File: src/rtl/alu_div_if.sv
// Handshake and operand/result bundle for the sequential signed divider.
// The master drives start/N/D; the divider (slave) returns Q/R and status.
interface alu_div_if;
    logic       start;
    logic [7:0] N;
    logic [3:0] D;
    logic [7:0] Q;
    logic [3:0] R;
    logic       busy;
    logic       done;
    logic       dz;
    logic       ovf;

    modport master (
        output start, N, D,
        input  Q, R, busy, done, dz, ovf
    );

    modport slave (
        input  start, N, D,
        output Q, R, busy, done, dz, ovf
    );
endinterface

File: src/rtl/alu_div.sv
// Sequential signed divider (8-bit dividend / 4-bit divisor), restoring
// algorithm, one quotient bit per clock; truncating quotient, remainder signed like N.
module alu_div (
    input  logic       clk,
    input  logic       ar,
    alu_div_if.slave   bus
);
    typedef enum logic [1:0] {S_IDLE, S_CALC, S_FIX} state_t;

    state_t r_state;
    state_t w_state_nxt;

    // control / architecturally visible state (reset)
    logic [3:0] r_cnt;
    logic       r_busy;
    logic       r_done;
    logic       r_dz;
    logic       r_ovf;
    logic       r_dzp;
    logic [7:0] r_Q;
    logic [3:0] r_R;

    // datapath state (no reset; always loaded before use)
    logic [7:0] r_q;
    logic [3:0] r_rem;
    logic [3:0] r_dmag;
    logic       r_qneg;
    logic       r_rneg;

    logic signed [7:0] w_n;
    logic signed [3:0] w_d;
    logic       w_load;
    logic       w_dzarm;
    logic       w_dzfire;
    logic       w_step;
    logic       w_fix;
    logic [4:0] w_sh;
    logic       w_ge;

    function automatic logic [7:0] abs8(input logic signed [7:0] v);
        logic [7:0] u;
        u = v;
        return v[7] ? (~u + 8'd1) : u;
    endfunction

    function automatic logic [3:0] abs4(input logic signed [3:0] v);
        logic [3:0] u;
        u = v;
        return v[3] ? (~u + 4'd1) : u;
    endfunction

    function automatic logic [7:0] neg8(input logic [7:0] m);
        return ~m + 8'd1;
    endfunction

    function automatic logic [3:0] neg4(input logic [3:0] m);
        return ~m + 4'd1;
    endfunction

    assign w_n  = bus.N;
    assign w_d  = bus.D;
    assign w_sh = {r_rem, r_q[7]};
    assign w_ge = (w_sh >= {1'b0, r_dmag});

    // A divide-by-zero is armed on the start edge and reported one edge later.
    always_comb begin
        w_load   = 1'b0;
        w_dzarm  = 1'b0;
        w_dzfire = 1'b0;
        w_step   = 1'b0;
        w_fix    = 1'b0;
        case (r_state)
            S_IDLE: begin
                w_dzfire = r_dzp;
                w_load   = !r_dzp && bus.start && (w_d != 4'sd0);
                w_dzarm  = !r_dzp && bus.start && (w_d == 4'sd0);
            end
            S_CALC:  w_step = 1'b1;
            S_FIX:   w_fix  = 1'b1;
            default: ;
        endcase
    end

    always_comb begin
        w_state_nxt = r_state;
        case (r_state)
            S_IDLE:  if (w_load) w_state_nxt = S_CALC;
            S_CALC:  if (r_cnt == 4'd7) w_state_nxt = S_FIX;
            S_FIX:   w_state_nxt = S_IDLE;
            default: w_state_nxt = S_IDLE;
        endcase
    end

    always_ff @(posedge clk) begin
        if (!ar) r_state <= S_IDLE;
        else     r_state <= w_state_nxt;
    end

    always_ff @(posedge clk) begin
        if (!ar) begin
            r_cnt  <= 4'd0;
            r_busy <= 1'b0;
            r_done <= 1'b0;
            r_dz   <= 1'b0;
            r_ovf  <= 1'b0;
            r_dzp  <= 1'b0;
            r_Q    <= 8'd0;
            r_R    <= 4'd0;
        end else begin
            r_done <= 1'b0;
            if (w_load) begin
                r_cnt  <= 4'd0;
                r_busy <= 1'b1;
            end
            if (w_dzarm) r_dzp <= 1'b1;
            if (w_dzfire) begin
                r_dzp  <= 1'b0;
                r_Q    <= 8'd0;
                r_R    <= 4'd0;
                r_dz   <= 1'b1;
                r_ovf  <= 1'b0;
                r_done <= 1'b1;
            end
            if (w_step) r_cnt <= r_cnt + 4'd1;
            // Only -128/-1 leaves a positive magnitude of 128; Q keeps the 8'h80 pattern.
            if (w_fix) begin
                r_Q    <= r_qneg ? neg8(r_q) : r_q;
                r_R    <= r_rneg ? neg4(r_rem) : r_rem;
                r_dz   <= 1'b0;
                r_ovf  <= (r_q == 8'h80) && !r_qneg;
                r_done <= 1'b1;
                r_busy <= 1'b0;
            end
        end
    end

    always_ff @(posedge clk) begin
        if (w_load) begin
            r_q    <= abs8(w_n);
            r_dmag <= abs4(w_d);
            r_rem  <= 4'd0;
            r_qneg <= w_n[7] ^ w_d[3];
            r_rneg <= w_n[7];
        end else if (w_step) begin
            // Post-subtract remainder is below dmag (<=8), so 4 bits suffice.
            if (w_ge) begin
                r_rem <= 4'(w_sh - {1'b0, r_dmag});
                r_q   <= {r_q[6:0], 1'b1};
            end else begin
                r_rem <= w_sh[3:0];
                r_q   <= {r_q[6:0], 1'b0};
            end
        end
    end

    assign bus.Q    = r_Q;
    assign bus.R    = r_R;
    assign bus.busy = r_busy;
    assign bus.done = r_done;
    assign bus.dz   = r_dz;
    assign bus.ovf  = r_ovf;
endmodule

File: src/flat_wrapper.sv
// flat-port wrapper written by rule: the top's interface ports become plain ports
module alu_div_flat 
  (clk, ar, bus_start, bus_N, bus_D, bus_Q, bus_R, bus_busy, bus_done, bus_dz, bus_ovf);
  alu_div_if bus_i ();
  input  logic clk;
  input  logic ar;
  input wire logic [$bits(bus_i.start)-1:0] bus_start;
  input wire logic [$bits(bus_i.N)-1:0] bus_N;
  input wire logic [$bits(bus_i.D)-1:0] bus_D;
  output wire logic [$bits(bus_i.Q)-1:0] bus_Q;
  output wire logic [$bits(bus_i.R)-1:0] bus_R;
  output wire logic [$bits(bus_i.busy)-1:0] bus_busy;
  output wire logic [$bits(bus_i.done)-1:0] bus_done;
  output wire logic [$bits(bus_i.dz)-1:0] bus_dz;
  output wire logic [$bits(bus_i.ovf)-1:0] bus_ovf;
  assign bus_i.start = bus_start;
  assign bus_i.N = bus_N;
  assign bus_i.D = bus_D;
  assign bus_Q = bus_i.Q;
  assign bus_R = bus_i.R;
  assign bus_busy = bus_i.busy;
  assign bus_done = bus_i.done;
  assign bus_dz = bus_i.dz;
  assign bus_ovf = bus_i.ovf;
  alu_div u_core (.clk(clk), .ar(ar), .bus(bus_i));
endmodule
File: config.mk
export PLATFORM = sky130hd
export DESIGN_NAME = alu_div_flat
export DESIGN_NICKNAME = d
export VERILOG_FILES = /design/src/rtl/alu_div_if.sv /design/src/rtl/alu_div.sv /design/src/flat_wrapper.sv
export SDC_FILE = /design/constraint.sdc
export NUM_CORES = 1
export LEC_CHECK = 0
export ABC_CLOCK_PERIOD_IN_PS = 2100
export BUFFER_PORTS_ARGS = -buffer_cell sky130_fd_sc_hd__buf_2
export CAP_MARGIN = 20
export CORE_ASPECT_RATIO = 1.1
export CORE_MARGIN = 3
export CORE_UTILIZATION = 30
export CTS_CLUSTER_DIAMETER = 40
export CTS_CLUSTER_SIZE = 30
export DETAILED_ROUTE_END_ITERATION = 8
export PLACE_DENSITY = 0.43
export SYNTH_ARGS = -nofsm -noshare
export SYNTH_HDL_FRONTEND = slang
export SYNTH_SLANG_ARGS = --single-unit
File: constraint.sdc
create_clock -name clk -period 2.1 [get_ports clk]
set_input_delay 0.105 -clock clk [delete_from_list [all_inputs] [get_ports clk]]
set_output_delay 0.105 -clock clk [all_outputs]
set_load 0.05 [all_outputs]
**Word-level counts from Yosys, hierarchy flattened**

Cells that the tools add are included.

- $add $sub $neg: 6
- Order comparisons: 1
- Reductions and logical operators: 14
- Multiplexer cells: 26
- Equality and inequality tests: 6
- Bitwise logic cells: 6

Operators by type and width:

| operator | count |
|---|---|
| $mux 8 | 6 |
| $mux 4 | 6 |
| $add 8x1->8 const B | 2 |
| $not 8->8 | 2 |
| $add 4x1->4 const B | 3 |
| $mux 1 | 10 |
| $eq 8x8->1 const B | 1 |
| $not 4->4 | 2 |
| $ge 5x4->1 | 1 |
| $eq 4x3->1 const B | 1 |
| $logic_and 1x1->1 | 4 |
| $logic_not 4->1 | 1 |
| $mux 2 | 2 |
| $ne 2x1->1 const B | 2 |
| $pmux 2 s2 | 1 |
| $reduce_bool 2->1 | 2 |
| $reduce_bool 4->1 | 1 |
| $reduce_or 2->1 | 2 |
| $sub 4x4->4 | 1 |
| $mux 3 | 1 |
| $eq 2x1->1 const B | 1 |
| $eq 2x2->1 const B | 1 |
| $logic_not 1->1 | 2 |
| $logic_not 2->1 | 1 |
| other kinds (3) | 3 |

- Register bits: 41
- Word-level logic and storage cells: 74

**Depth between registers and ports, before layout**

- Depth after elaboration: 6
- Mapped depth: 7
- Mapped depth without buffers: 7

**Worst setup path after synthesis**

No wires, ideal clock.

- Kind: register to register
- Start: register u_core.r_dmag[2]
- End: register u_core.r_rem[3]
- Setup slack: 0.343 ns
- Stages on the path, launching flop included: 7
- Setup time: 0.117 ns
- Period minus slack after synthesis: 1.757 ns
- Path buffers: 0
- Arrival: 1.640 ns
- Cell sequence: edfxtp_1 -> inv_1 -> ha_1 -> a21oi_4 -> a31oi_4 -> or4_1 -> a32o_1

- Cells in the longest elaborated chain, start to end: 2

RTL lines:

| item | line | text |
|---|---|---|
| start: declaration | alu_div.sv:26 | `logic [3:0] r_dmag;` |
| start signal: assignment | alu_div.sv:140 | `r_dmag <= abs4(w_d);` |
| $sub 4x4->4 / $ge 5x4->1 (equally long branches) | alu_div.sv:147, alu_div.sv:63 |  |
| $mux 4 * | alu_div.sv:146 | `if (w_ge) begin` |
| end signal: assignment | alu_div.sv:147 | `r_rem <= 4'(w_sh - {1'b0, r_dmag});` |
| end signal: assignment | alu_div.sv:150 | `r_rem <= w_sh[3:0];` |
| end: declaration | alu_div.sv:25 | `logic [3:0] r_rem;` |

Every way passes the cells marked *; elsewhere a longest branch is shown, timed or not.
A chain may end at the register's enable or synchronous reset.

**Final worst setup path**

Same ends and word-level chain as after synthesis.

==> metrics.md <==
| Metric | Value |
|---|---|
| Max-Cap Viols | 0 |
| # IOs | 31 |
| Worst Path Max Fanout | 6 |
| Core Box Area | around 7000 sq um |
| CP arrival | 2.04 ns |
| Post-DR wirelength/cell | between 10 and 15 um |
| DRT antenna net count | 0 |
| Post-synth top cells | 27 x dfxtp_1, 23 x nor2_1, 17 x inv_1 |
| # nets final | 289 |
| Layout area overhead | 15.66% |
| Die width | approximately 87 um |
| Period Utilization, post-route | 88.29% |
| Top-count cell post-synth | dfxtp_1 |
| Static Leak | 1.028 nW |
| Initial antenna violation count | 0 |
| Fin. Hold Viols | 0 |
| Clock buffer count from CTS | 5 |
| Largest net degree at the start of global routing | 20 |
| Fin util | between 30% and 40% |
| Pwr Density | 864.4 nW/um^2 |
| Mapped Nets | 257 |
| All-Layer GR Usage | 12.10% |
| Relative slew slack | 64.64% |
| Die Height | 95.60 um |
| Cells resized by post-CTS repair | 0 |
| Largest delay share family, worst path | compound AO/OA/AOI/OAI gates |
| Synthesized flop and latch total | between 40 and 50 |
| Clock Skew | 0.006543 ns |
| Cts hold-fix bufs | 0 |
| Critical Path RT | 2.29 ns |
| H-tree depth | 2 |
| Worst-Margin Slew | 0.5285 ns |
| Synth top area share | between 20 and 25% |
| IO Port Bufs | 30 |
| DR vias/cell | ~4.9 |
| Aggregate routed wire length | ~4.8 mm |
| HP Start | bus_D[0] |
| Synthesized instance count | 232 |
| Ys Warns | 0 |
| Reg2reg start | u_core.r_dmag[2] |
| Initial DRC count | 70 |
| Residual DRC count | 0 |
| Main area contributors after synthesis | dfxtp_1 25%, edfxtp_1 19%, ha_1 5.1% |
| Total grt overflow | 0 |
| Register area share after synthesis | around 44% |
| Instance area at placement | 2436 sq um |
| Share of layout cells above drive strength 1 | around 20% |
| First-pass GRT wire length | between 7 and 8 mm |
| Post-synth EDFFs | 14 |
| CP Capture Type | flip-flop |
| Max Root-Sink Buffers | 2 |
| R2r setup slk | 0.25 ns |
| Post-DP HPWL | ~3.6 mm |
| RSZ-0062 raised after global routing | false |
| Vias | 1706 |
| Peak supply drop | roughly 0.3 mV |
| Ant diodes | 0 |
| Critical setup path kind | flip-flop to flip-flop |
| Worst path slowest cell | or4_1 |
| F_max | 539.3 MHz |
| Die area | 8361 sq um |
| Synth cell types | 50 |
| Placer Congestion | 0.8771 |
| CP Launch Type | flip-flop |
| Post-synth ARST share | 0% |
| # setup viols final | 0 |
| Avg Inst Size Synth | 9.438 sq um |
| Post-Syn Area | 2190 sq um |
| Hold crit path type | input pin to flip-flop |
| Initial Utilization | a little under a third |
| Crit path buf inv count | 1 |
| Post-CTS Setup Repair Bufs | 0 |
| Area leader, netlist | dfxtp_1 |
| Clock root cell | clkbuf_8 |
| Clock insertion delay at the later pin of the skew report | between 0.2 and 0.3 ns |
| Critical path cell sequence | inv_1 -> ha_1 -> a21oi_4 -> a31oi_4 -> or4_1 -> a32o_1 |
| Critical Path Source | u_core.r_dmag[2] |
| Top_reg_cell synth | dfxtp_1 |
| Setup TNS | 0 ns |
| Final Slew Violations | 0 |
| Slowest stage delay, CP | 0.41 ns |
| CTS tree | yes |
| Clock slew at reported path FFs | 0.08 ns |
| # rows | 32 |
| Length of the first detailed-routing pass in iterations | 4 |
| Vias in the first global route | 1572 |
| Cell area after layout | around 2500 sq um |
| Status | finished, final reports clean |
| Tmin final | between 1.5 and 2 ns |
| Clk sink count | 41 |
==> final timing paths <==
path / end / depth (start not counted)
worst min register to register: u_core.bus.busy / 2
worst max-delay path: u_core.r_rem[3] / 6
worst max register to register: u_core.r_rem[3] / 6
worst min-delay path: u_core.r_dmag[0] / 1
==> worst reg2reg max path, cell delays in order, from the launching register on <==
cell	delay, ns
edfxtp_1	0.33
inv_1	0.04
ha_1	0.38
a21oi_4	0.21
a31oi_4	0.13
or4_1	0.41
a32o_1	0.26
==> final cells by class <==
type	count	area [sq um]
clock buffer	6	82.58
clock inverter	2	13.76
fill	731	4514
inverter	19	71.32
multi-input combinational	163	1117
sequential	41	960.9
tap	85	106.4
timing repair buffer	34	180.2
==> cell usage in the layout (no fill, tap or decap), drive strengths merged, types with 5 or more instances in the layout <==
cell | netlist | routed
nor3 | 5 | 5
nand2 | 15 | 15
inv | 18 | 18
nor2 | 23 | 23
buf | 5 | 34
xor2 | 5 | 5
a22oi | 6 | 6
nand2b | 8 | 8
edfxtp | 14 | 14
a21oi | 16 | 16
clkbuf | 4 | 6
nand3 | 8 | 8
o31ai | 5 | 5
xnor2 | 8 | 8
ha | 9 | 9
o21ai | 16 | 16
dfxtp | 27 | 27
==> cell families (layout without fill, tap and decap cells) <==
logic type	count (synthesis)	after routing	share of synthesized area, %
muxes	3	3	1.371
and+or+nand+nor	81	81	19.94
AOI/OAI and AO/OA	56	56	18.46
DFF	41	41	43.89
buffers and inverters	28	61	5.085
xor gates and xnor gates	13	13	5.200
adders and majority gates	10	10	6.057
==> power breakdown <==
group | switching, W | internal (W) | total, W
Sequential | 0.0000946 | 0.000913 | 0.00101
Combinational | 0.000347 | 0.000282 | 0.000629
Clock | 0.000286 | 0.000267 | 0.000552
Total | 0.000727 | 0.00146 | 0.00219
==> state kept, by name (all words and copies together) (netlist names) <==
name,cells
u_core.r_state,2
u_core.bus.busy,1
u_core.bus.dz,1
u_core.r_qneg,1
u_core.bus.done,1
u_core.bus.R,4
u_core.bus.ovf,1
u_core.r_rneg,1
u_core.r_dmag,4
u_core.r_rem,4
u_core.r_q,8
u_core.r_dzp,1
u_core.bus.Q,8
u_core.r_cnt,4
==> routing by layer <==
metal	GRT usage (%)	part of all wire, %	vias to the layer above	wire (um)
met2	17.78	42	37	1998
li1	-	-	890	-
met1	17.45	53	775	2510
met3	2.247	4.1	4	194
met4	4.604	1.4	0	69
met5	0	0	-	0
==> stage by stage <==
step | instances | total power, W | worst slack, ns | hold slack (ns)
3_3_place_gp | 342 | 0.001662 | 0.2775 | 0.3193
6_report | 350 | 0.002189 | 0.2459 | 0.02362
2_1_floorplan | 232 | 0.001489 | 0.3425 | 0.2039
3_5_place_dp | 342 | 0.001660 | 0.2526 | 0.3238
5_1_grt | 350 | 0.002323 | 0.1548 | 0.02332
4_1_cts | 350 | 0.002218 | 0.2370 | 0.01535
Power figures use the tool's default switching activity.
